`src/rtl/stage1_fifo_writer_pkg.sv`:
```
// Shared widths and the lookup-result entry type for the stage-1 FIFO writer.
package stage1_fifo_writer_pkg;

  localparam int BBLOCK_W = 32;
  localparam int NHOP_W   = 32;
  localparam int FIFO_W   = 64;

  typedef struct packed {
    logic [BBLOCK_W-1:0] bblock;
    logic [NHOP_W-1:0]   nhop;
  } entry_t;

  function automatic logic [FIFO_W-1:0] entry_to_word(input entry_t e);
    return {e.bblock, e.nhop};
  endfunction

endpackage

```
`src/rtl/stage1_skid_buf.sv`:
```
// Small circular FIFO holding RAM lookup results until the downstream FIFO takes them.
module stage1_skid_buf
  import stage1_fifo_writer_pkg::*;
#(
  parameter int DEPTH = 3
) (
  input  logic                         core_sp_clk,
  input  logic                         reset,
  input  logic                         push,
  input  entry_t                       push_data,
  input  logic                         pop,
  output entry_t                       head_data,
  output logic [$clog2(DEPTH+1)-1:0]   count
);

  localparam int PTR_W = (DEPTH > 1) ? $clog2(DEPTH) : 1;
  localparam int CNT_W = $clog2(DEPTH+1);

  entry_t           mem_q [DEPTH];
  logic [PTR_W-1:0] wr_ptr_q, wr_ptr_d;
  logic [PTR_W-1:0] rd_ptr_q, rd_ptr_d;
  logic [CNT_W-1:0] count_q, count_d;

  // Pointers wrap at DEPTH, which need not be a power of two.
  function automatic logic [PTR_W-1:0] ptr_inc(input logic [PTR_W-1:0] p);
    return (p == PTR_W'(DEPTH-1)) ? '0 : p + PTR_W'(1);
  endfunction

  always_comb begin
    wr_ptr_d = push ? ptr_inc(wr_ptr_q) : wr_ptr_q;
    rd_ptr_d = pop  ? ptr_inc(rd_ptr_q) : rd_ptr_q;
    count_d  = count_q;
    case ({push, pop})
      2'b10:   count_d = count_q + CNT_W'(1);
      2'b01:   count_d = count_q - CNT_W'(1);
      default: count_d = count_q;
    endcase
  end

  always_ff @(posedge core_sp_clk or posedge reset) begin
    if (reset) begin
      wr_ptr_q <= '0;
      rd_ptr_q <= '0;
      count_q  <= '0;
    end else begin
      wr_ptr_q <= wr_ptr_d;
      rd_ptr_q <= rd_ptr_d;
      count_q  <= count_d;
    end
  end

  always_ff @(posedge core_sp_clk) begin
    if (push) mem_q[wr_ptr_q] <= push_data;
  end

  assign head_data = mem_q[rd_ptr_q];
  assign count     = count_q;

endmodule

```
`src/rtl/stage1_fifo_writer.sv`:
```
// Issues lookup RAM reads under a credit scheme and forwards the results, in order, to the next stage's FIFO.
module stage1_fifo_writer
  import stage1_fifo_writer_pkg::*;
#(
  parameter int ADDR_W    = 16,
  parameter int BUF_DEPTH = 3
) (
  input  logic                core_sp_clk,
  input  logic                reset,
  input  logic                req_valid,
  input  logic [ADDR_W-1:0]   req_addr,
  output logic                req_ready,
  output logic                ram_rd_en,
  output logic [ADDR_W-1:0]   ram_addr,
  input  logic [BBLOCK_W-1:0] ram_bblock,
  input  logic [NHOP_W-1:0]   ram_nhop,
  input  logic                fifo_full,
  output logic                fifo_write,
  output logic [FIFO_W-1:0]   fifo_wdata,
  output logic [31:0]         wr_count
);

  localparam int CNT_W = $clog2(BUF_DEPTH+1);

  logic [CNT_W-1:0]  buf_count;
  entry_t            push_data;
  entry_t            head_data;
  logic              accept;
  logic              inflight_q, inflight_d;
  logic [ADDR_W-1:0] ram_addr_q, ram_addr_d;
  logic [31:0]       wr_count_q, wr_count_d;

  // A read in flight already owns a buffer slot, so it counts against the credit.
  always_comb begin
    req_ready  = ({1'b0, buf_count} + {{CNT_W{1'b0}}, inflight_q}) < (CNT_W+1)'(BUF_DEPTH);
    accept     = req_valid & req_ready;
    fifo_write = (buf_count != '0) & ~fifo_full;
    ram_rd_en  = accept;
    ram_addr_d = accept ? req_addr : ram_addr_q;
    ram_addr   = ram_addr_d;
    inflight_d = accept;
    wr_count_d = fifo_write ? wr_count_q + 32'd1 : wr_count_q;
    push_data  = '{bblock: ram_bblock, nhop: ram_nhop};
  end

  always_ff @(posedge core_sp_clk or posedge reset) begin
    if (reset) begin
      inflight_q <= 1'b0;
      ram_addr_q <= '0;
      wr_count_q <= '0;
    end else begin
      inflight_q <= inflight_d;
      ram_addr_q <= ram_addr_d;
      wr_count_q <= wr_count_d;
    end
  end

  stage1_skid_buf #(
    .DEPTH (BUF_DEPTH)
  ) u_buf (
    .core_sp_clk (core_sp_clk),
    .reset       (reset),
    .push        (inflight_q),
    .push_data   (push_data),
    .pop         (fifo_write),
    .head_data   (head_data),
    .count       (buf_count)
  );

  assign fifo_wdata = entry_to_word(head_data);
  assign wr_count   = wr_count_q;

endmodule

```
`config.mk`:
```
export PLATFORM = sky130hd
export DESIGN_NAME = stage1_fifo_writer
export DESIGN_NICKNAME = d
export VERILOG_FILES = /design/src/rtl/stage1_fifo_writer_pkg.sv /design/src/rtl/stage1_skid_buf.sv /design/src/rtl/stage1_fifo_writer.sv
export SDC_FILE = /design/constraint.sdc
export NUM_CORES = 1
export LEC_CHECK = 0
export ABC_AREA = 1
export BUFFER_PORTS_ARGS = -buffer_cell sky130_fd_sc_hd__buf_2
export CORE_UTILIZATION = 61
export CTS_BUF_LIST = sky130_fd_sc_hd__clkbuf_2 sky130_fd_sc_hd__clkbuf_4 sky130_fd_sc_hd__clkbuf_8
export CTS_CLUSTER_SIZE = 28
export DETAILED_ROUTE_END_ITERATION = 8
export PLACE_DENSITY = 0.85
export SLEW_MARGIN = 20
export SYNTH_ARGS = -nofsm -noshare
export SYNTH_HDL_FRONTEND = slang
export SYNTH_HIERARCHICAL = 1
export SYNTH_SLANG_ARGS = --single-unit
```
`constraint.sdc`:
```
create_clock -name core_sp_clk -period 10 [get_ports core_sp_clk]
set_input_delay 2 -clock core_sp_clk [delete_from_list [all_inputs] [get_ports core_sp_clk]]
set_output_delay 2 -clock core_sp_clk [all_outputs]
set_load 0.03 [all_outputs]
```
==> Implementation_results.wiki <==
{| class="wikitable"
! Metric !! Value
|-
| Count of endpoints failing setup in the final report || 0
|-
| Stage delay of the slowest cell on the critical path || 370 ps
|-
| CTS sink cnt || 247
|-
| Resize count post-CTS || 0
|-
| Net count of the finished layout || 1131
|-
| Number of nets produced by synthesis || 912
|-
| Chip height || 129 um
|-
| Remaining DRCs || 0
|-
| Unique cell type count in the Yosys netlist || 28
|-
| Data arrival, critical path || 3150 ps
|-
| Hold-fix buffer count after cts || 0
|-
| Peak fanout along the critical path || 18
|-
| Leakage Power || 4.97 nW
|-
| Placed cell count || 1214
|-
| First-pass GRT wire length || 30.3 mm
|-
| Number of fill cells in the layout || 982
|-
| CTS Buf Count || 38
|-
| Headroom to the max-slew limit || 0.387
|-
| Final standard cell utilization of the core || 0.757
|-
| Clock edge transition at the registers on the reported setup and hold paths || 50 ps
|-
| Share of the synthesized area in the top cell type || 0.588
|-
| Internal power component || 2.16 mW
|-
| Instance count of the mapped netlist || 824
|-
| Initial core utilization || 0.635
|-
| Power per Cell Area || 319 nW/um2
|-
| Startpoint-to-endpoint class of the critical path || primary input to primary output
|-
| Final TNS setup || 0 ps
|-
| Core ar. || 15400 um2
|-
| Top cells by area, synth || sky130_fd_sc_hd__edfxtp_1 59%, sky130_fd_sc_hd__dfrtp_1 14%, sky130_fd_sc_hd__nand2_1 13%, sky130_fd_sc_hd__nand3_1 3.8%, sky130_fd_sc_hd__nand3b_1 1.2%
|-
| Setup clock skew after layout || 25.4 ps
|-
| Register share of total power || 0.386
|-
| Sequential cell area || 7140 um2
|-
| Gr usage total || 0.241
|-
| ANT nets after route || 0
|-
| Maximum root-to-sink buffer count || 3
|-
| Worst path buffer plus inverter count || 3
|-
| Clock tree from TritonCTS || done
|-
| Multi-input combinational cell area || 2380 um2
|-
| HPWL Detailed || 11.8 mm
|-
| Element type at the critical path end || primary output
|-
| Boundary pin count || 199
|-
| Pins over their slew limit || 0
|-
| Maximum VDD drop || 0.248 mV
|-
| Routability-driven placement congestion ratio || 0.909
|-
| RSZ-0062 raised after global routing || false
|-
| Highest attainable clock frequency || 0.194 GHz
|-
| Avg Synthesized Cell Area || 11.9 um2
|-
| Required @ worst endpoint || 8000 ps
|-
| Number of detailed-route iterations in the first pass || 5
|-
| Clock network power share || 0.211
|-
| Wire length per cell || 15.0 um
|-
| Final worst-path setup slack || 4850 ps
|-
| Mapped Area || 9800 um2
|-
| Overall die area || 16600 um2
|-
| Gr ovfl total || 0
|-
| DRT iter0 DRCs || 426
|-
| Period utilization || 0.515
|-
| Run status || complete, no violations
|-
| Die W || 129 um
|-
| Overall via count from detail_route || 6529
|-
| Max Cap Violations || 0
|-
| Pre-CTS setup slack || 4800 ps
|-
| Ordered cell list for the critical path || buf_2, nand2_1, inv_2, nand2_1, nand2_1, buf_2
|-
| Non-filler cells in the finished layout || 1284
|-
| WL final || 19.3 mm
|-
| Net Sw Power || 1.57 mW
|-
| Share of cells above drive strength 1 || 0.283
|-
| Cell with the largest stage delay on the worst path || sky130_fd_sc_hd__inv_2
|-
| Number of antenna violations at the first check in global routing || 3
|-
| Final count of hold timing violations || 0
|-
| Worst-margin pin slew || 919 ps
|-
| CP dominant cell by count || sky130_fd_sc_hd__nand2_1
|-
| Logic pwr share || 0.403
|-
| Insertion delay to the later sink of the worst-skew pair || 530 ps
|-
| Number of synthesized register bits || 247
|-
| Maximum number of pins on one net before global-route repair || 68
|-
| Count of standard-cell rows || 45
|-
| Sequential-to-total area share from yosys stat || 0.729
|-
| Post-CTS Repair Setup Buffers || 0
|-
| Count of input and output buffers || 198
|-
| Cell type group with the largest total delay on the critical path || buffers and inverters
|-
| Post-synth top area cell || sky130_fd_sc_hd__edfxtp_1
|-
| Switching share of power || 0.422
|-
| P&R area growth vs syn || 19.1%
|-
| Minimum period implied by the final worst setup slack || 5150 ps
|-
| H-tree levels || 2
|-
| Root buffer cell || sky130_fd_sc_hd__clkbuf_8
|-
| Kind of start point of the critical path || primary input
|-
| Vias per Instance || 5.08
|-
| Number of global-route vias before repair || 6261
|-
| Worst hold path class || register to register
|-
| Number of warning messages in the yosys log || 6
|}
==> cell type report <==
type,instances,area share
multi-input combinational,520,0.204
sequential,247,0.612
clock buffer,54,0.0556
antenna,3,0.000643
inverter,32,0.0104
clock inverter,13,0.00589
timing repair buffer,204,0.0887
tap,211,0.0226
==> power groups by stage <==
| stage | Clock [mW] | Sequential (mW) | Combinational (mW) |
|---|---|---|---|
| 5_1_grt | 0.845 | 1.46 | 1.63 |
| 3_5_place_dp | 0 | 1.46 | 1.51 |
| 6_report | 0.786 | 1.44 | 1.50 |
| 2_1_floorplan | 0 | 1.47 | 1.07 |
| 4_1_cts | 0.805 | 1.44 | 1.52 |
| 3_3_place_gp | 0 | 1.45 | 1.49 |
==> path summary, 6_finish.rpt <==
path / slack, ps / cells after the start / to / start
worst min register to register: 470 / 2 / ram_addr_q[10] / ram_addr_q[10]
worst max register to register: 7880 / 7 / ram_addr_q[5] / u_buf/count[0]
worst min-delay path: 470 / 2 / ram_addr_q[10] / ram_addr_q[10]
max in group asynchronous: 7860 / 2 / ram_addr_q[5] / reset
worst max-delay path: 4850 / 6 / ram_addr[5] / req_valid
min in group asynchronous: 1410 / 2 / u_buf/rd_ptr_q[0] / reset
==> metal layers <==
layer | global-route usage | part of all wire
met1 | 0.296 | 0.41
met2 | 0.409 | 0.49
met3 | 0.0615 | 0.076
met4 | 0.0969 | 0.026
met5 | 0 | 0.00052
==> placed cells by master (no fill, tap or decap), types with 11 or more instances in the layout <==
cell,instances
sky130_fd_sc_hd__nand2_1,351
sky130_fd_sc_hd__nand3_1,74
sky130_fd_sc_hd__nor2_4,11
sky130_fd_sc_hd__edfxtp_1,192
sky130_fd_sc_hd__buf_2,198
sky130_fd_sc_hd__clkbuf_8,39
sky130_fd_sc_hd__dfrtp_1,54
sky130_fd_sc_hd__clkbuf_4,15
sky130_fd_sc_hd__nand3b_1,16
sky130_fd_sc_hd__inv_1,23
sky130_fd_sc_hd__nor2_1,29
==> state kept, by name, summed over array words and instances, names as in the netlist <==
register	cells
u_buf/mem_q	192
wr_count	32
ram_addr_q	16
u_buf/count	2
u_buf/rd_ptr_q	2
u_buf/wr_ptr_q	2
inflight_q	1
==> cells by family after synthesis <==
group                    after synthesis  synth area share
AND/OR/NAND/NOR                      497             0.220
AO/OA/AOI/OAI                          6           0.00370
adder cells (fa/ha/maj)                4           0.00511
buffers and inverters                 57            0.0300
flip-flops                           247             0.729
XOR/XNOR                              13            0.0124
==> metrics by stage <==
stage               area [um2]  hold WS [ps]  total power [mW]
floorplan                 9800           509              2.54
global route             11700           493              3.93
CTS                      11700           474              3.76
finish                   11700           469              3.73
global placement         10900           459              2.94
detailed placement       10900           460              2.97
==> synth_stat cells (all sizes together) <==
master / count
o21bai: 1
nor3: 1
nand3: 77
xor2: 6
buf: 24
clkinv: 2
nor2: 46
inv: 30
nand3b: 16
a21oi: 1
xnor2: 7
clkbuf: 1
edfxtp: 192
nand4: 2
dfrtp: 55
nand2: 355
o21ai: 4
ha: 4
==> tightest hold or removal path: cells and delay by family (launching register included) <==
family / cells / cell delay [ps]
AND/OR/NAND/NOR: 2 / 120
flip-flops: 1 / 310
Power figures use the tool's default switching activity.
